## config.mk

```make
export PLATFORM = sky130hd
export DESIGN_NAME = axi_rd_arb
export DESIGN_NICKNAME = d
export VERILOG_FILES = /design/src/rtl/axi_pkg.sv /design/src/rtl/axi_rr_pick.sv /design/src/rtl/axi_rd_arb.sv
export SDC_FILE = /design/constraint.sdc
export NUM_CORES = 1
export LEC_CHECK = 0
export ABC_AREA = 1
export CAP_MARGIN = 20
export CORE_AREA = 2 2 251 253
export DETAILED_ROUTE_END_ITERATION = 7
export DIE_AREA = 0 0 253 255
export GPL_TIMING_DRIVEN = 0
export SYNTH_ARGS = -nofsm -noshare
export SYNTH_HDL_FRONTEND = slang
export SYNTH_HIERARCHICAL = 1
export SYNTH_SLANG_ARGS = --single-unit
```

## constraint.sdc

```tcl
create_clock -name clock -period 2.1 [get_ports clock]
set_clock_uncertainty 0.1 [all_clocks]
set_input_delay 0.525 -clock clock [delete_from_list [all_inputs] [get_ports clock]]
set_output_delay 0.525 -clock clock [all_outputs]
set_load 0.03 [all_outputs]
```

## src/rtl/axi_pkg.sv

```systemverilog
// Shared types for the AXI read arbiter: FSM states, master index and AXI response codes.
package axi_pkg;

    typedef enum logic [1:0] {
        ST_IDLE = 2'd0,
        ST_ADDR = 2'd1,
        ST_DATA = 2'd2
    } arb_state_t;

    typedef logic mst_idx_t;

    localparam mst_idx_t MST_M0 = 1'b0;
    localparam mst_idx_t MST_M1 = 1'b1;

    localparam logic [1:0] RESP_OKAY   = 2'b00;
    localparam logic [1:0] RESP_EXOKAY = 2'b01;
    localparam logic [1:0] RESP_SLVERR = 2'b10;
    localparam logic [1:0] RESP_DECERR = 2'b11;

endpackage

```

## src/rtl/axi_rr_pick.sv

```systemverilog
// Grant decision between the IFU (m0) and LSU (m1) read requests.
// Round-robin by default; ARB_FIXED_PRIO_EN makes m1 win every simultaneous request.
module axi_rr_pick
    import axi_pkg::*;
(
    input  logic [1:0] i_req,
    input  logic       i_last,
    output logic       o_grant
);

`ifdef ARB_FIXED_PRIO_EN
    logic w_unused_last;
    assign w_unused_last = i_last;

    always_comb begin
        o_grant = MST_M0;
        if (i_req[1]) begin
            o_grant = MST_M1;
        end
    end
`else
    always_comb begin
        o_grant = MST_M0;
        if (i_req == 2'b11) begin
            o_grant = (i_last == MST_M0) ? MST_M1 : MST_M0;
        end else if (i_req[1]) begin
            o_grant = MST_M1;
        end
    end
`endif

endmodule

```

## src/rtl/axi_rd_arb.sv

```systemverilog
// Two-master AXI read arbiter in front of a single memory slave; m1 write channels pass straight through.
// Build option: ARB_FIXED_PRIO_EN (m1 wins simultaneous read requests).
//
// state   | meaning
// ST_IDLE | no grant held; arbitrate pending read requests
// ST_ADDR | granted master's AR forwarded to the slave
// ST_DATA | slave R beats routed to the granted master and counted down
module axi_rd_arb
    import axi_pkg::*;
#(
    parameter int ADDR_W = 32,
    parameter int DATA_W = 64,
    parameter int ID_W   = 4
)
(
    input  logic                clock,
    input  logic                reset,

    input  logic [ID_W-1:0]     m0_arid,
    input  logic [7:0]          m0_arlen,
    input  logic [2:0]          m0_arsize,
    input  logic [1:0]          m0_arburst,
    input  logic [ADDR_W-1:0]   m0_araddr,
    input  logic                m0_arvalid,
    output logic                m0_arready,
    output logic [DATA_W-1:0]   m0_rdata,
    output logic [1:0]          m0_rresp,
    output logic                m0_rvalid,
    output logic                m0_rlast,
    output logic [ID_W-1:0]     m0_rid,
    input  logic                m0_rready,

    input  logic [ID_W-1:0]     m1_arid,
    input  logic [7:0]          m1_arlen,
    input  logic [2:0]          m1_arsize,
    input  logic [1:0]          m1_arburst,
    input  logic [ADDR_W-1:0]   m1_araddr,
    input  logic                m1_arvalid,
    output logic                m1_arready,
    output logic [DATA_W-1:0]   m1_rdata,
    output logic [1:0]          m1_rresp,
    output logic                m1_rvalid,
    output logic                m1_rlast,
    output logic [ID_W-1:0]     m1_rid,
    input  logic                m1_rready,

    input  logic [ID_W-1:0]     m1_awid,
    input  logic [ADDR_W-1:0]   m1_awaddr,
    input  logic [7:0]          m1_awlen,
    input  logic [2:0]          m1_awsize,
    input  logic [1:0]          m1_awburst,
    input  logic                m1_awvalid,
    output logic                m1_awready,
    input  logic [DATA_W-1:0]   m1_wdata,
    input  logic [DATA_W/8-1:0] m1_wstrb,
    input  logic                m1_wlast,
    input  logic                m1_wvalid,
    output logic                m1_wready,
    output logic [ID_W-1:0]     m1_bid,
    output logic [1:0]          m1_bresp,
    output logic                m1_bvalid,
    input  logic                m1_bready,

    output logic [ID_W-1:0]     s_arid,
    output logic [7:0]          s_arlen,
    output logic [2:0]          s_arsize,
    output logic [1:0]          s_arburst,
    output logic [ADDR_W-1:0]   s_araddr,
    output logic                s_arvalid,
    input  logic                s_arready,
    input  logic [DATA_W-1:0]   s_rdata,
    input  logic [1:0]          s_rresp,
    input  logic                s_rvalid,
    input  logic                s_rlast,
    input  logic [ID_W-1:0]     s_rid,
    output logic                s_rready,

    output logic [ID_W-1:0]     s_awid,
    output logic [ADDR_W-1:0]   s_awaddr,
    output logic [7:0]          s_awlen,
    output logic [2:0]          s_awsize,
    output logic [1:0]          s_awburst,
    output logic                s_awvalid,
    input  logic                s_awready,
    output logic [DATA_W-1:0]   s_wdata,
    output logic [DATA_W/8-1:0] s_wstrb,
    output logic                s_wlast,
    output logic                s_wvalid,
    input  logic                s_wready,
    input  logic [ID_W-1:0]     s_bid,
    input  logic [1:0]          s_bresp,
    input  logic                s_bvalid,
    output logic                s_bready
);

    arb_state_t r_state;
    arb_state_t w_state_nxt;
    logic       r_grant;
    logic       r_last_grant;
    logic       r_granted_once;
    logic       r_wr_out;
    logic [7:0] r_beat_cnt;

    logic [1:0] w_req;
    logic       w_pick;
    logic       w_rr_last;
    logic       w_gnt_arvalid;
    logic       w_gnt_rready;
    logic       w_ar_hs;
    logic       w_r_hs;
    logic       w_last_beat;
    logic       w_unused_rlast;

    // The slave's rlast is unreliable; the beat counter alone ends a burst.
    assign w_unused_rlast = s_rlast;

    assign w_req = {m1_arvalid & ~r_wr_out, m0_arvalid};

    // Until the first grant after reset, pretend m1 went last so m0 wins a tie.
    assign w_rr_last = r_granted_once ? r_last_grant : MST_M1;

    axi_rr_pick u_pick (
        .i_req   (w_req),
        .i_last  (w_rr_last),
        .o_grant (w_pick)
    );

    assign w_gnt_arvalid = (r_grant == MST_M1) ? m1_arvalid : m0_arvalid;
    assign w_gnt_rready  = (r_grant == MST_M1) ? m1_rready  : m0_rready;
    assign w_ar_hs       = s_arvalid & s_arready;
    assign w_r_hs        = s_rvalid & s_rready;
    assign w_last_beat   = (r_beat_cnt == 8'd0);

    assign s_arid    = (r_grant == MST_M1) ? m1_arid    : m0_arid;
    assign s_arlen   = (r_grant == MST_M1) ? m1_arlen   : m0_arlen;
    assign s_arsize  = (r_grant == MST_M1) ? m1_arsize  : m0_arsize;
    assign s_arburst = (r_grant == MST_M1) ? m1_arburst : m0_arburst;
    assign s_araddr  = (r_grant == MST_M1) ? m1_araddr  : m0_araddr;

    assign m0_rdata = s_rdata;
    assign m0_rresp = s_rresp;
    assign m0_rid   = s_rid;
    assign m1_rdata = s_rdata;
    assign m1_rresp = s_rresp;
    assign m1_rid   = s_rid;

    always_comb begin
        w_state_nxt = r_state;
        case (r_state)
            ST_IDLE: begin
                if (|w_req) begin
                    w_state_nxt = ST_ADDR;
                end
            end
            ST_ADDR: begin
                if (!w_gnt_arvalid) begin
                    w_state_nxt = ST_IDLE;
                end else if (s_arready) begin
                    w_state_nxt = ST_DATA;
                end
            end
            ST_DATA: begin
                if (w_r_hs && w_last_beat) begin
                    w_state_nxt = ST_IDLE;
                end
            end
            default: w_state_nxt = ST_IDLE;
        endcase
    end

    always_comb begin
        s_arvalid  = 1'b0;
        m0_arready = 1'b0;
        m1_arready = 1'b0;
        s_rready   = 1'b0;
        m0_rvalid  = 1'b0;
        m1_rvalid  = 1'b0;
        m0_rlast   = 1'b0;
        m1_rlast   = 1'b0;
        if (r_state == ST_ADDR) begin
            s_arvalid = w_gnt_arvalid;
            if (r_grant == MST_M1) begin
                m1_arready = s_arready;
            end else begin
                m0_arready = s_arready;
            end
        end
        if (r_state == ST_DATA) begin
            s_rready = w_gnt_rready;
            if (r_grant == MST_M1) begin
                m1_rvalid = s_rvalid;
                m1_rlast  = w_last_beat;
            end else begin
                m0_rvalid = s_rvalid;
                m0_rlast  = w_last_beat;
            end
        end
    end

    always_ff @(posedge clock or negedge reset) begin
        if (!reset) begin
            r_state        <= ST_IDLE;
            r_grant        <= MST_M0;
            r_last_grant   <= MST_M0;
            r_granted_once <= 1'b0;
            r_beat_cnt     <= 8'd0;
        end else begin
            r_state <= w_state_nxt;
            if ((r_state == ST_IDLE) && (|w_req)) begin
                r_grant        <= w_pick;
                r_last_grant   <= w_pick;
                r_granted_once <= 1'b1;
            end
            if ((r_state == ST_ADDR) && w_ar_hs) begin
                r_beat_cnt <= s_arlen;
            end else if ((r_state == ST_DATA) && w_r_hs && !w_last_beat) begin
                r_beat_cnt <= r_beat_cnt - 8'd1;
            end
        end
    end

    // A new AW wins over a coincident B so the flag covers the newer write.
    always_ff @(posedge clock or negedge reset) begin
        if (!reset) begin
            r_wr_out <= 1'b0;
        end else if (s_awvalid && s_awready) begin
            r_wr_out <= 1'b1;
        end else if (s_bvalid && s_bready) begin
            r_wr_out <= 1'b0;
        end
    end

    assign s_awid     = m1_awid;
    assign s_awaddr   = m1_awaddr;
    assign s_awlen    = m1_awlen;
    assign s_awsize   = m1_awsize;
    assign s_awburst  = m1_awburst;
    assign s_awvalid  = m1_awvalid;
    assign m1_awready = s_awready;
    assign s_wdata    = m1_wdata;
    assign s_wstrb    = m1_wstrb;
    assign s_wlast    = m1_wlast;
    assign s_wvalid   = m1_wvalid;
    assign m1_wready  = s_wready;
    assign m1_bid     = s_bid;
    assign m1_bresp   = s_bresp;
    assign m1_bvalid  = s_bvalid;
    assign s_bready   = m1_bready;

endmodule

```

# ---- After elaboration in Yosys (flattened, before gate mapping)
# Cells that the tools add are included.
dict set report totals {
  inputBits 311
  elab_cells 64
  regBits 13
  output_inout_bits 331
}
dict set report classes {
  reduce_logical 14
  muxes 34
  eq_ne 6
  addsub 1
  bitwise 4
}
# op n
set op_table {}
lappend op_table {{32-bit 2-to-1 mux} 1}
lappend op_table {{8-bit 2-to-1 mux} 3}
lappend op_table {{1-bit 2-to-1 mux} 22}
lappend op_table {{2-bit 2-to-1 mux} 5}
lappend op_table {{8-bit logical NOT} 1}
lappend op_table {{8-bit by 1-bit subtractor with 8-bit output (second input constant)} 1}
lappend op_table {{1-bit logical AND} 7}
lappend op_table {{2-bit case mux with 3 select lines} 1}
lappend op_table {{2-bit == test (second input constant)} 2}
lappend op_table {{4-bit 2-to-1 mux} 1}
lappend op_table {{2-bit inequality test (second input constant)} 2}
lappend op_table {{2-bit nonzero test} 2}
lappend op_table {{1-bit bitwise AND} 3}
lappend op_table {{3-bit 2-to-1 mux} 1}
lappend op_table {{3-bit inequality test (second input constant)} 1}
lappend op_table {{3-bit AND reduction} 1}
lappend op_table {{2-bit by 1-bit == test with 1-bit output (second input constant)} 1}
lappend op_table {{2-bit logical NOT} 1}
lappend op_table {{2-bit OR reduction} 1}
lappend op_table {{1-bit logical NOT} 1}
lappend op_table {{1-bit NOT} 1}

# ---- Depth between registers and ports, before layout
dict set report logic_depth {
  depth_word 7
  depth_mapped 11
  ltp_nobuf 9
}

# ---- By module
# Netlist, hierarchy kept.
# module cells_each seq_area_each_um2 instances area_per_inst_um2
set by_module_without_submodules {}
lappend by_module_without_submodules {axi_rd_arb 578 325.3 1 3644.7}
lappend by_module_without_submodules {axi_rr_pick 2 0.0 1 12.5}

# ---- Worst setup path after synthesis
# Ideal clock, no wire load.
dict set report synth_timing {
  path_kind {flip-flop to output port}
  start {reg r_beat_cnt[0]}
  end {out m0_rlast}
  path_buffers 0
  t_arrival_ps 1602
  slack_ps -127
  t_required_ps 1475
  path_stages_with_launch 7
  path_cell_list {dfrtp_1 -> inv_1 -> ha_1 -> nand2_1 -> nor2_4 -> inv_2 -> nor3_1}
}
dict set report synth_between {
  elab_chain_len 3
}
# item line
set synth_rtl {}
lappend synth_rtl {{start: declaration} axi_rd_arb.sv:102} ;# logic [7:0] r_beat_cnt;
lappend synth_rtl {{start signal: assignment} axi_rd_arb.sv:215} ;# r_beat_cnt <= s_arlen;
lappend synth_rtl {{start signal: assignment} axi_rd_arb.sv:217} ;# r_beat_cnt <= r_beat_cnt - 8'd1;
lappend synth_rtl {{8-bit logical NOT} axi_rd_arb.sv:132} ;# assign w_last_beat = (r_beat_cnt == 8'd0);
lappend synth_rtl {{1-bit 2-to-1 mux} axi_rd_arb.sv:190} ;# if (r_grant == MST_M1) begin
lappend synth_rtl {{1-bit 2-to-1 mux} axi_rd_arb.sv:188} ;# if (r_state == ST_DATA) begin
lappend synth_rtl {{end: declaration} axi_rd_arb.sv:29} ;# output logic m0_rlast,
# Every way passes these cells.

==> results.yml <==
finish:
  stdcell_count: 1858
  final_nets: 1369
  final_area_um2: 10300
  area_growth_pct: 182
  drive_gt1_share_pct: 48.2
synth:
  synthDistinctLibCells: 26
  synth-seq-cells: 13
  synth_cells: 580
  netlist.area_leader.share_pct: 56.9
  yosys.area.top_type: "buf_4"
  syn_area_um2: 3660
  syn-num-nets: 893
  ys_seq_area_share_pct: 8.89
  synth_area_leaders: "buf_4 (57%), nand2_1 (21%), dfrtp_1 (8.9%)"
  syn_avg_cell_area_um2: 6.31
  ys.warnings.count: 6
outcome:
  status: "finished, violations left"
  violations: "negative setup slack"
global_route:
  grt_pass1_wl_um: 30400
  grt.overflow.total: 0
  grt.total_usage_pct: 6.68
  grt_pass1_vias: 4722
  antenna_found_initial: 5
  grt_max_degree: 14
job:
  drv_cap: 0
placement:
  gp_congestion: 0.872
  portBuffers: 440
  pre_cts_slack_ps: -959
  numPlacedInstances: 1819
  placed_area_um2: 9060
  dp_hpwl_um: 20800
detailed_routing:
  wirelength_um: 24800
  drtIter0Drc: 148
  post_drt_via_cell_ratio: 2.65
  ant_nets: 0
  vias: 4923
  dr.pass1.iters: 6
  drc: 0
  wl_per_cell_um: 13.4
sta:
  hold_violations: 0
  timing.final.ws_setup_ps: -110
  period_needed_ps: 2210
  fin_tns_setup_ps: -3660
  relSlewSlack_pct: 43.7
  setup_viol: 46
  fmax_mhz: 453
  period_share_pct: 105
  grt_setup_unrepaired: "yes"
  fin_hold_ws_ps: 365
  worstMarginPinSlew_ps: 842
  maxSlewViolCount: 0
floorplan:
  start_util_pct: 5.88
  core_area_um2: 62200
  chipWidth_um: 253
  fp.dieArea_um2: 64500
  io-pin-count: 642
  rows: 92
  fp.dieH_um: 255
clock_network:
  clk_pin_slew_ps: 60
  clk_latency_ps: 250
  clk_path_buf_depth: 2
  clkSinkCount: 13
  cts_buffers: 3
  cts_tree: "yes"
  cts-root-buf: "clkbuf_16"
  h-tree-depth: 1
worst_setup_path:
  crit_path_max_fanout: 5
  crit_start: "r_last_grant"
  worstPathRequired_ps: 1470
  worstSetupEndpoint: "s_araddr[4]"
  r2r_slack_ps: 230
  crit_slowest_cell: "dfrtp_1"
  reg2reg_to: "r_beat_cnt[1]"
  worstRegToRegCells: 11
  crit_top_cell: "buf_12"
  slowest_delay_ps: 390
  endpoint_kind: "primary output"
  cp.arrival_ps: 1580
  cp-start-kind: "flip-flop"
  crit_chain: "buf_12 > inv_12 > buf_12 > buf_16 > buf_12 > nand2_4 > nand2_4 > buf_6"
  timing.rr.start: "r_last_grant"
  crit_type: "reg2out"
power:
  p_per_area_nw_per_um2: 824
  peakVddDrop_mv: 0.565
  power_leakage_nw: 4.73
min_path:
  holdCritPathClass: "reg2reg"
sequential cells by signal, summed over array words and instances, names as in the netlist:
signal,count
r_beat_cnt,8
r_state,2
r_granted_once,1
r_last_grant,1
r_wr_out,1
cell usage in the layout (no fill, tap or decap), types with 2 or more instances in the layout:
master             n
buf_12            11
nand2_1          114
diode_2            4
nor2_1            10
clkbuf_2           2
buf_6             59
clkdlybuf4s50_1  376
clkbuf_16          6
buf_4            297
nand2_2           46
inv_2              8
nor3_4             4
dfrtp_1           10
nand3_1            9
o21ai_0            3
dlygate4sd2_1      3
buf_16             2
nand2_4           50
ha_1               2
inv_1             12
a21oi_1            2
nor3_2             2
nor2_4             6
dfrtp_2            3
how the worst min path moves through the flow:
stage               slack [ps]           start  depth (start not counted)        endpoint
floorplan                  130           reset                          0   r_beat_cnt[0]
global placement           350  r_granted_once                          2  r_granted_once
detailed placement         360  r_granted_once                          2  r_granted_once
CTS                        380  r_granted_once                          2  r_granted_once
global route               400  r_granted_once                          2  r_granted_once
finish                     370  r_granted_once                          2  r_granted_once
layout make-up:
| cell class | instances | area [um^2] |
|---|---|---|
| antenna | 4 | 10.0 |
| inverter | 23 | 105 |
| buffer | 287 | 2280 |
| multi-input combinational | 257 | 1670 |
| sequential | 13 | 329 |
| fill | 6978 | 51800 |
| timing repair buffer | 471 | 4840 |
| clock buffer | 4 | 78.8 |
| tap | 799 | 1000 |
worst max-delay path, delay by kind of cell (launching register included):
kind	cells	cell delay, ps
buffers and inverters	6	780
DFF	1	390
and+or+nand+nor	2	130
kinds of logic after synthesis:
kind of cell / share of synthesized area (%)
buffers and inverters: 60.8
and+or+nand+nor: 27.7
DFF: 8.89
AOI/OAI and AO/OA: 1.61
adders and majority gates: 0.684
xor gates and xnor gates: 0.240
power breakdown:
part           switching (W)  internal [W]
logic                0.00417       0.00346
clock network       0.000138      0.000258
registers           0.000122      0.000355
synth_stat cells (all sizes together):
cell and n:
buf 284, nand2 211, inv 23, nor2 16
dfrtp 13, nand3 10, nor3 6, o21ai 4
a21oi 3, clkbuf 3, ha 2, a22o 1
nand4 1, o211ai 1, or2 1, xor2 1
per-stage QoR:
| step | util (%) | total power [W] |
|---|---|---|
| floorplan | - | 0.00363 |
| global placement | 14.6 | 0.00606 |
| detailed placement | 14.6 | 0.00606 |
| CTS | 15.8 | 0.00796 |
| global route | 16.6 | 0.00908 |
| finish | 16.6 | 0.00850 |
per-layer routing:
layer | track usage (%) | vias up | share of wire [%]
li1 | - | 2428 | -
met1 | 8.21 | 2116 | 40
met2 | 11.8 | 367 | 50
met3 | 1.37 | 12 | 8.1
met4 | 1.88 | 0 | 1.7
met5 | 0 | - | 0
timing repair:
action	in CTS	in global routing
hold buffers	0	0
cloned	4	3
pin swaps	17	39
buffers inserted	17	9
setup endpoints to repair	61	58
resized for setup	516	126
Note: power is estimated with default switching activity, not from simulation.
